$ cat config.mk
export PLATFORM = sky130hd
export DESIGN_NAME = prog_loader
export DESIGN_NICKNAME = d
export VERILOG_FILES = /design/src/rtl/prog_loader_pkg.sv /design/src/rtl/prog_loader_word_assembler.sv /design/src/rtl/prog_loader.sv
export SDC_FILE = /design/constraint.sdc
export NUM_CORES = 1
export LEC_CHECK = 0
export CAP_MARGIN = 20
export CORE_AREA = 2 2 99 101
export DETAILED_ROUTE_END_ITERATION = 16
export DIE_AREA = 0 0 101 103
export SLEW_MARGIN = 5
export SYNTH_ARGS = -nofsm -noshare
export SYNTH_HDL_FRONTEND = slang
export SYNTH_HIERARCHICAL = 1
export SYNTH_SLANG_ARGS = --single-unit
$ cat constraint.sdc
create_clock -name advance -period 3.6 [get_ports advance]
set_input_delay 0.9 -clock advance [delete_from_list [all_inputs] [get_ports advance]]
set_output_delay 0.9 -clock advance [all_outputs]
set_load 0.05 [all_outputs]
$ cat src/rtl/prog_loader_pkg.sv
// -----------------------------------------------------------------------------
// prog_loader_pkg
//   Shared constants for the program loader: byte/word geometry, instruction
//   field positions, FSM state encodings and the instruction format check.
//   No ports (package).
// -----------------------------------------------------------------------------
package prog_loader_pkg;

  // Stream and word geometry. An instruction word is always four bytes.
  localparam int BYTE_W         = 8;
  localparam int BYTES_PER_WORD = 4;
  localparam int INSN_W         = BYTES_PER_WORD * BYTE_W;
  localparam int BYTE_IDX_W     = $clog2(BYTES_PER_WORD);

  // Instruction field positions.
  localparam int VALUE_LSB = 0;
  localparam int VALUE_W   = 16;
  localparam int DEST_LSB  = 16;
  localparam int SRC_LSB   = 18;
  localparam int ADD_BIT   = 20;
  localparam int JUMP_BIT  = 21;
  localparam int RSVD_LSB  = 22;

  // Loader FSM encodings, kept as plain constants so the state register can
  // be probed or forced by older tooling that does not understand enums.
  typedef logic [2:0] state_t;
  localparam state_t ST_IDLE    = 3'd0;
  localparam state_t ST_HDR     = 3'd1;
  localparam state_t ST_COLLECT = 3'd2;
  localparam state_t ST_CHECK   = 3'd3;
  localparam state_t ST_WRITE   = 3'd4;
  localparam state_t ST_DONE    = 3'd5;
  localparam state_t ST_ERR     = 3'd6;

  // A word is loadable when its reserved bits are clear and it does not ask
  // for add and jump at the same time (the processor cannot do both).
  function automatic logic insn_format_ok(input logic [INSN_W-1:0] word);
    return (word[INSN_W-1:RSVD_LSB] == '0) && !(word[ADD_BIT] && word[JUMP_BIT]);
  endfunction

endpackage : prog_loader_pkg

$ cat src/rtl/prog_loader_word_assembler.sv
// -----------------------------------------------------------------------------
// prog_loader_word_assembler
//   Little-endian 4-byte shift register. Each load shifts the new byte in at
//   the top, so after four loads the first byte received sits in [7:0].
//
//   clk          in   clock, rising edge active
//   rst_n        in   asynchronous active-low reset
//   clear_i      in   restart the byte index (wins over load_i)
//   load_i       in   shift byte_i into the word this cycle
//   byte_i       in   stream byte
//   word_o       out  assembled word
//   word_full_o  out  the byte loaded this cycle completes the word
// -----------------------------------------------------------------------------
module prog_loader_word_assembler
  import prog_loader_pkg::*;
(
  input  logic              clk,
  input  logic              rst_n,
  input  logic              clear_i,
  input  logic              load_i,
  input  logic [BYTE_W-1:0] byte_i,
  output logic [INSN_W-1:0] word_o,
  output logic              word_full_o
);

  logic [INSN_W-1:0]     word_q;
  logic [BYTE_IDX_W-1:0] idx_q;

  // The index is a power-of-two counter, so it naturally returns to 0 after
  // the last byte of a word; clear_i covers restarts in the middle of a word.
  assign word_full_o = load_i && !clear_i && (idx_q == BYTE_IDX_W'(BYTES_PER_WORD - 1));
  assign word_o      = word_q;

  // NOTE: sequential state uses non-blocking assignments so every register
  // samples the pre-edge values, independent of statement order.
  always_ff @(posedge clk or negedge rst_n) begin
    if (!rst_n) begin
      word_q <= '0;
      idx_q  <= '0;
    end else if (clear_i) begin
      idx_q  <= '0;
    end else if (load_i) begin
      word_q <= {byte_i, word_q[INSN_W-1:BYTE_W]};
      idx_q  <= idx_q + 1'b1;
    end
  end

endmodule : prog_loader_word_assembler

$ cat src/rtl/prog_loader.sv
// -----------------------------------------------------------------------------
// prog_loader
//   Receives a byte stream from the host link, assembles 32-bit instruction
//   words, validates them and writes them sequentially into the program store
//   while holding the processor in programming mode.
//
//   Stream format: one header byte N (word count, 1..DEPTH), then N words of
//   four bytes each, least significant byte first.
//
//   advance       in   clock, rising edge active
//   rst_n         in   asynchronous active-low reset
//   start         in   one-cycle pulse, begins a new load session
//   byte_in       in   stream data
//   byte_valid    in   byte_in is valid
//   byte_ready    out  loader accepts byte_in this cycle
//   wr_en         out  program store write strobe, one cycle per word
//   wr_addr       out  program store address
//   wr_data       out  instruction word
//   prog          out  processor programming mode
//   done          out  load completed successfully (level)
//   err           out  load aborted on a protocol or format error (level)
//   words_loaded  out  words written in this session
// -----------------------------------------------------------------------------
module prog_loader
  import prog_loader_pkg::*;
#(
  parameter int DEPTH  = 16,
  parameter int ADDR_W = 4,   // 2**ADDR_W must equal DEPTH
  parameter int WORD_W = 32   // fixed at four bytes
) (
  input  logic              advance,
  input  logic              rst_n,
  input  logic              start,
  input  logic [BYTE_W-1:0] byte_in,
  input  logic              byte_valid,
  output logic              byte_ready,
  output logic              wr_en,
  output logic [ADDR_W-1:0] wr_addr,
  output logic [WORD_W-1:0] wr_data,
  output logic              prog,
  output logic              done,
  output logic              err,
  output logic [ADDR_W:0]   words_loaded
);

  // ---------------------------------------------------------------------------
  // State
  // ---------------------------------------------------------------------------
  state_t              state_q,   state_d;
  logic [ADDR_W-1:0]   addr_q,    addr_d;
  logic [ADDR_W:0]     count_q,   count_d;
  logic [ADDR_W:0]     n_q,       n_d;
  logic [WORD_W-1:0]   wr_data_q, wr_data_d;

  // Assembler interface
  logic                asm_clear;
  logic                asm_load;
  logic [INSN_W-1:0]   asm_word;
  logic                asm_full;

  // Helpers
  logic                byte_accept;
  logic                hdr_ok;
  logic [ADDR_W:0]     count_inc;
  logic [ADDR_W-1:0]   addr_inc;

  // ---------------------------------------------------------------------------
  // Word assembler
  // ---------------------------------------------------------------------------
  prog_loader_word_assembler u_word_assembler (
    .clk         (advance),
    .rst_n       (rst_n),
    .clear_i     (asm_clear),
    .load_i      (asm_load),
    .byte_i      (byte_in),
    .word_o      (asm_word),
    .word_full_o (asm_full)
  );

  // ---------------------------------------------------------------------------
  // Handshake and arithmetic helpers
  // ---------------------------------------------------------------------------
  // start masks ready so a byte presented alongside a restart is not consumed
  // by the session being abandoned; the source holds it for the new header.
  assign byte_ready  = ((state_q == ST_HDR) || (state_q == ST_COLLECT)) && !start;
  assign byte_accept = byte_ready && byte_valid;

  assign hdr_ok    = (byte_in != '0) && (int'(byte_in) <= DEPTH);
  assign count_inc = count_q + 1'b1;

  // The header limit keeps the final write at DEPTH-1; saturating here keeps
  // wr_addr on the last written entry instead of wrapping to 0 afterwards.
  assign addr_inc  = (addr_q == ADDR_W'(DEPTH - 1)) ? addr_q : addr_q + 1'b1;

  // ---------------------------------------------------------------------------
  // Next-state logic
  // ---------------------------------------------------------------------------
  always_comb begin
    // NOTE: every signal driven here gets a default first; a path that skips
    // an assignment would otherwise infer a latch.
    state_d   = state_q;
    addr_d    = addr_q;
    count_d   = count_q;
    n_d       = n_q;
    wr_data_d = wr_data_q;
    asm_clear = 1'b0;
    asm_load  = 1'b0;

    if (start) begin
      // Restart from any state, including mid-word.
      state_d   = ST_HDR;
      addr_d    = '0;
      count_d   = '0;
      asm_clear = 1'b1;
    end else begin
      case (state_q)
        ST_IDLE: ;

        ST_HDR: begin
          if (byte_accept) begin
            if (hdr_ok) begin
              n_d     = byte_in[ADDR_W:0];
              state_d = ST_COLLECT;
            end else begin
              state_d = ST_ERR;
            end
          end
        end

        ST_COLLECT: begin
          asm_load = byte_accept;
          if (asm_full) state_d = ST_CHECK;
        end

        ST_CHECK: begin
          // Capture only good words, so wr_data keeps the last written word
          // when a load aborts.
          if (insn_format_ok(asm_word)) begin
            wr_data_d = asm_word;
            state_d   = ST_WRITE;
          end else begin
            state_d   = ST_ERR;
          end
        end

        ST_WRITE: begin
          addr_d    = addr_inc;
          count_d   = count_inc;
          asm_clear = 1'b1;
          state_d   = (count_inc == n_q) ? ST_DONE : ST_COLLECT;
        end

        ST_DONE, ST_ERR: ;

        default: state_d = ST_IDLE;
      endcase
    end
  end

  // ---------------------------------------------------------------------------
  // Registers
  // ---------------------------------------------------------------------------
  always_ff @(posedge advance or negedge rst_n) begin
    if (!rst_n) begin
      state_q   <= ST_IDLE;
      addr_q    <= '0;
      count_q   <= '0;
      n_q       <= '0;
      wr_data_q <= '0;
    end else begin
      state_q   <= state_d;
      addr_q    <= addr_d;
      count_q   <= count_d;
      n_q       <= n_d;
      wr_data_q <= wr_data_d;
    end
  end

  // ---------------------------------------------------------------------------
  // Outputs (decoded from registered state, so reset clears them at once)
  // ---------------------------------------------------------------------------
  assign wr_en        = (state_q == ST_WRITE);
  assign wr_addr      = addr_q;
  assign wr_data      = wr_data_q;
  assign prog         = (state_q == ST_HDR)   || (state_q == ST_COLLECT) ||
                        (state_q == ST_CHECK) || (state_q == ST_WRITE);
  assign done         = (state_q == ST_DONE);
  assign err          = (state_q == ST_ERR);
  assign words_loaded = count_q;

endmodule : prog_loader

==> flow_metrics.env, run 1 <==
export IMPL_status="finished, final reports clean"
export IMPL_critPathLaunchType="flop"
export IMPL_cts_setup_buffers=0
export IMPL_cts_max_level=3
export IMPL_cts_resized=0
export IMPL_fmax_mhz=305
export IMPL_synth_flop_cell="dfrtp_1"
export IMPL_cts_num_sinks=83
export IMPL_routed_wl_um=6350
export IMPL_critical_path_arrival_ns=2.38
export IMPL_placed_cells=418
export IMPL_vias=2131
export IMPL_syn_inst=255
export IMPL_cts_tree="built"
export IMPL_clk_pin_slew_ns=0.09
export IMPL_leakage_uw=0.00212
export IMPL_drtIter0Drc=53
export IMPL_antenna_found_initial=0
export IMPL_tns_ns=0
export IMPL_cap_violations=0
export IMPL_synth_edf_count=0
export IMPL_synth_most_common_cell="dfrtp_1"
export IMPL_dr_wl_met3_um=234
export IMPL_vias_per_cell=4.90
export IMPL_top_layer_used="met4"
export IMPL_met2RoutedLength_um=2750
export IMPL_holdBufCountCts=0
export IMPL_met1Wirelength_um=3270
export IMPL_netlist_area_leader_share_pct=57.2
export IMPL_pre_cts_ws_ns=0.575
export IMPL_fin_cells=435
export IMPL_vdd_ir_drop_worst_uv=251
export IMPL_synthDistinctLibCells=44
export IMPL_numCtsBuffers=9
export IMPL_drtAntennaViolNets=0
export IMPL_fp_dieH_um=103
export IMPL_io_buffers=57
export IMPL_min_period_ns=3.28
export IMPL_die_area_mm2=0.0104
export IMPL_finalHoldViolations=0
export IMPL_finalCritPeriodShare_pct=91.2
export IMPL_syn_area_mm2=0.00363
export IMPL_grt_overflow_total=0
export IMPL_drtPass1Iterations=4
export IMPL_row_count=36
export IMPL_die_x_um=101
export IMPL_synth_nets=270
export IMPL_yosys_warnings=6
export IMPL_clockBufferDepth=2
export IMPL_yosys_area_top_type="dfrtp_1"
export IMPL_slew_headroom_pct=66.1
export IMPL_start_util_pct=38.4
export IMPL_dp_hpwl_um=4290
export IMPL_power_density_mw_per_mm2=517
export IMPL_grt_max_degree=84
export IMPL_wl_per_cell_um=14.6
export IMPL_crit_type="reg2out"
export IMPL_synth_area_leaders="dfrtp_1 57%, mux2_4 12%, mux2_1 8.4%, nor2b_1 2.8%, buf_12 1.7%"
export IMPL_antenna_cells=0
export IMPL_grt_use_total_pct=13.5
export IMPL_grt_pass1_wl_um=10900
export IMPL_insertion_delay_ns=0.35
export IMPL_fin_util_pct=47.5
export IMPL_seq_area_frac_synth_pct=57.2
export IMPL_finClkSkew_ns=0.0103
export IMPL_drive_gt1_share_pct=18.4
export IMPL_drcViolationCount=0
export IMPL_grt_pass1_vias=2145
export IMPL_ios=58
export IMPL_slew_viol_final=0
export IMPL_synthArstFlopShare_pct=100
export IMPL_critPathRequiredTime_ns=2.70
export IMPL_rsz0062_at_grt="no"
export IMPL_hold_class="reg2reg"
export IMPL_ys_ff_latch=83
export IMPL_synth_avg_cell_area_um2=14.2
export IMPL_worstMarginPinSlew_ns=0.503
export IMPL_gp_congestion=0.749
export IMPL_setup_viol=0
export IMPL_nNetsFinal=331
export IMPL_fin_hold_ws_ns=0.488
export IMPL_synth_commonest_cells="83 x dfrtp_1, 29 x mux2_4, 27 x mux2_1"
export IMPL_crit_fanout=12
export IMPL_core_mm2=0.00946
export IMPL_clockRootBuffer="clkbuf_8"
export IMPL_syn_to_final_growth_pct=23.9
export IMPL_layout_setup_ws_ns=0.317
export IMPL_cp_end_kind="output port"
[state kept, by name (all words and copies together), names as in the netlist]
| name | count |
|---|---|
| u_word_assembler/word_o | 32 |
| wr_data | 32 |
| n_q | 5 |
| words_loaded | 5 |
| wr_addr | 4 |
| state_q | 3 |
| u_word_assembler/idx_q | 2 |
[where the power goes]
group / switching, uW / internal, uW
Clock: 362 / 264
Sequential: 104 / 1030
Combinational: 307 / 257
[worst paths after layout]
kind	from	end	slack (ns)	cells past startpoint
max	state_q[0]$_DFFE_PN0P_	wr_en	0.32	4
min	wr_data[2]$_DFFE_PN0P_	wr_data[2]$_DFFE_PN0P_	0.49	1
max reg2reg	state_q[0]$_DFFE_PN0P_	state_q[1]$_DFFE_PN0P_	1.42	9
min reg2reg	wr_data[2]$_DFFE_PN0P_	wr_data[2]$_DFFE_PN0P_	0.49	1
max in group asynchronous	rst_n	wr_data[23]$_DFFE_PN0P_	2.51	2
min in group asynchronous	rst_n	wr_data[13]$_DFFE_PN0P_	0.50	1
[layer usage]
metal  vias to the layer above  global-route usage (%)
met2                        51                    19.6
met3                        11                    2.71
met5                         -                       0
met1                      1043                    19.5
li1                       1026                       -
met4                         0                    5.93
[critical path, stage by stage (launching register included)]
cell and delay, ns:
dfrtp_1 0.45, nor2_1 0.27, nand2_1 0.22, inv_2 0.24
clkdlybuf4s50_1 0.84
[metrics by stage]
| step | instance area, um^2 | power, uW |
|---|---|---|
| after detailed placement | 4290 | 1720 |
| after global routing | 4500 | 2460 |
| final | 4500 | 2320 |
| after floorplan | 3630 | 1530 |
| after global placement | 4290 | 1710 |
| after CTS | 4470 | 2350 |
[layout by cell type, fill, tap and decap left out, drive strengths merged, types with 2 or more instances in the layout]
cell	instances
nand3	3
clkdlybuf4s50	55
mux2i	2
xor2	5
nor2b	17
o21ai	3
mux2	59
nor2	9
and3	4
clkbuf	9
and2	4
a21oi	6
nor3b	2
nor4	6
buf	6
nand4	2
inv	8
ha	3
xnor2	6
nor3	3
dfrtp	83
nand2	11
[layout make-up]
class                           instances  area (um^2)
Fill cell                             846         4960
Sequential cell                        83         2080
Multi-Input combinational cell        158         1440
Timing Repair Buffer                   61          641
Tap cell                              114          143
Clock buffer                            9          124
Clock inverter                          7         58.8
Inverter                                3         11.3
[kinds of logic (layout without fill, tap and decap cells)]
logic type | count (synthesis) | in the layout | synth area share (%)
buffers and inverters | 14 | 80 | 3.24
AOI/OAI and AO/OA | 18 | 18 | 3.41
muxes | 61 | 61 | 21.9
and+or+nand+nor | 65 | 65 | 10.6
adders and majority gates | 3 | 3 | 1.03
DFF | 83 | 83 | 57.2
xor gates and xnor gates | 11 | 11 | 2.65
Power figures use the tool's default switching activity.
==> run 2, diff against run 1 <==
ABC_CLOCK_PERIOD_IN_PS = 3600   (was unset)
==> results of run 2 <==
No change in the layout: final DEF, timing and power equal those of run 1.
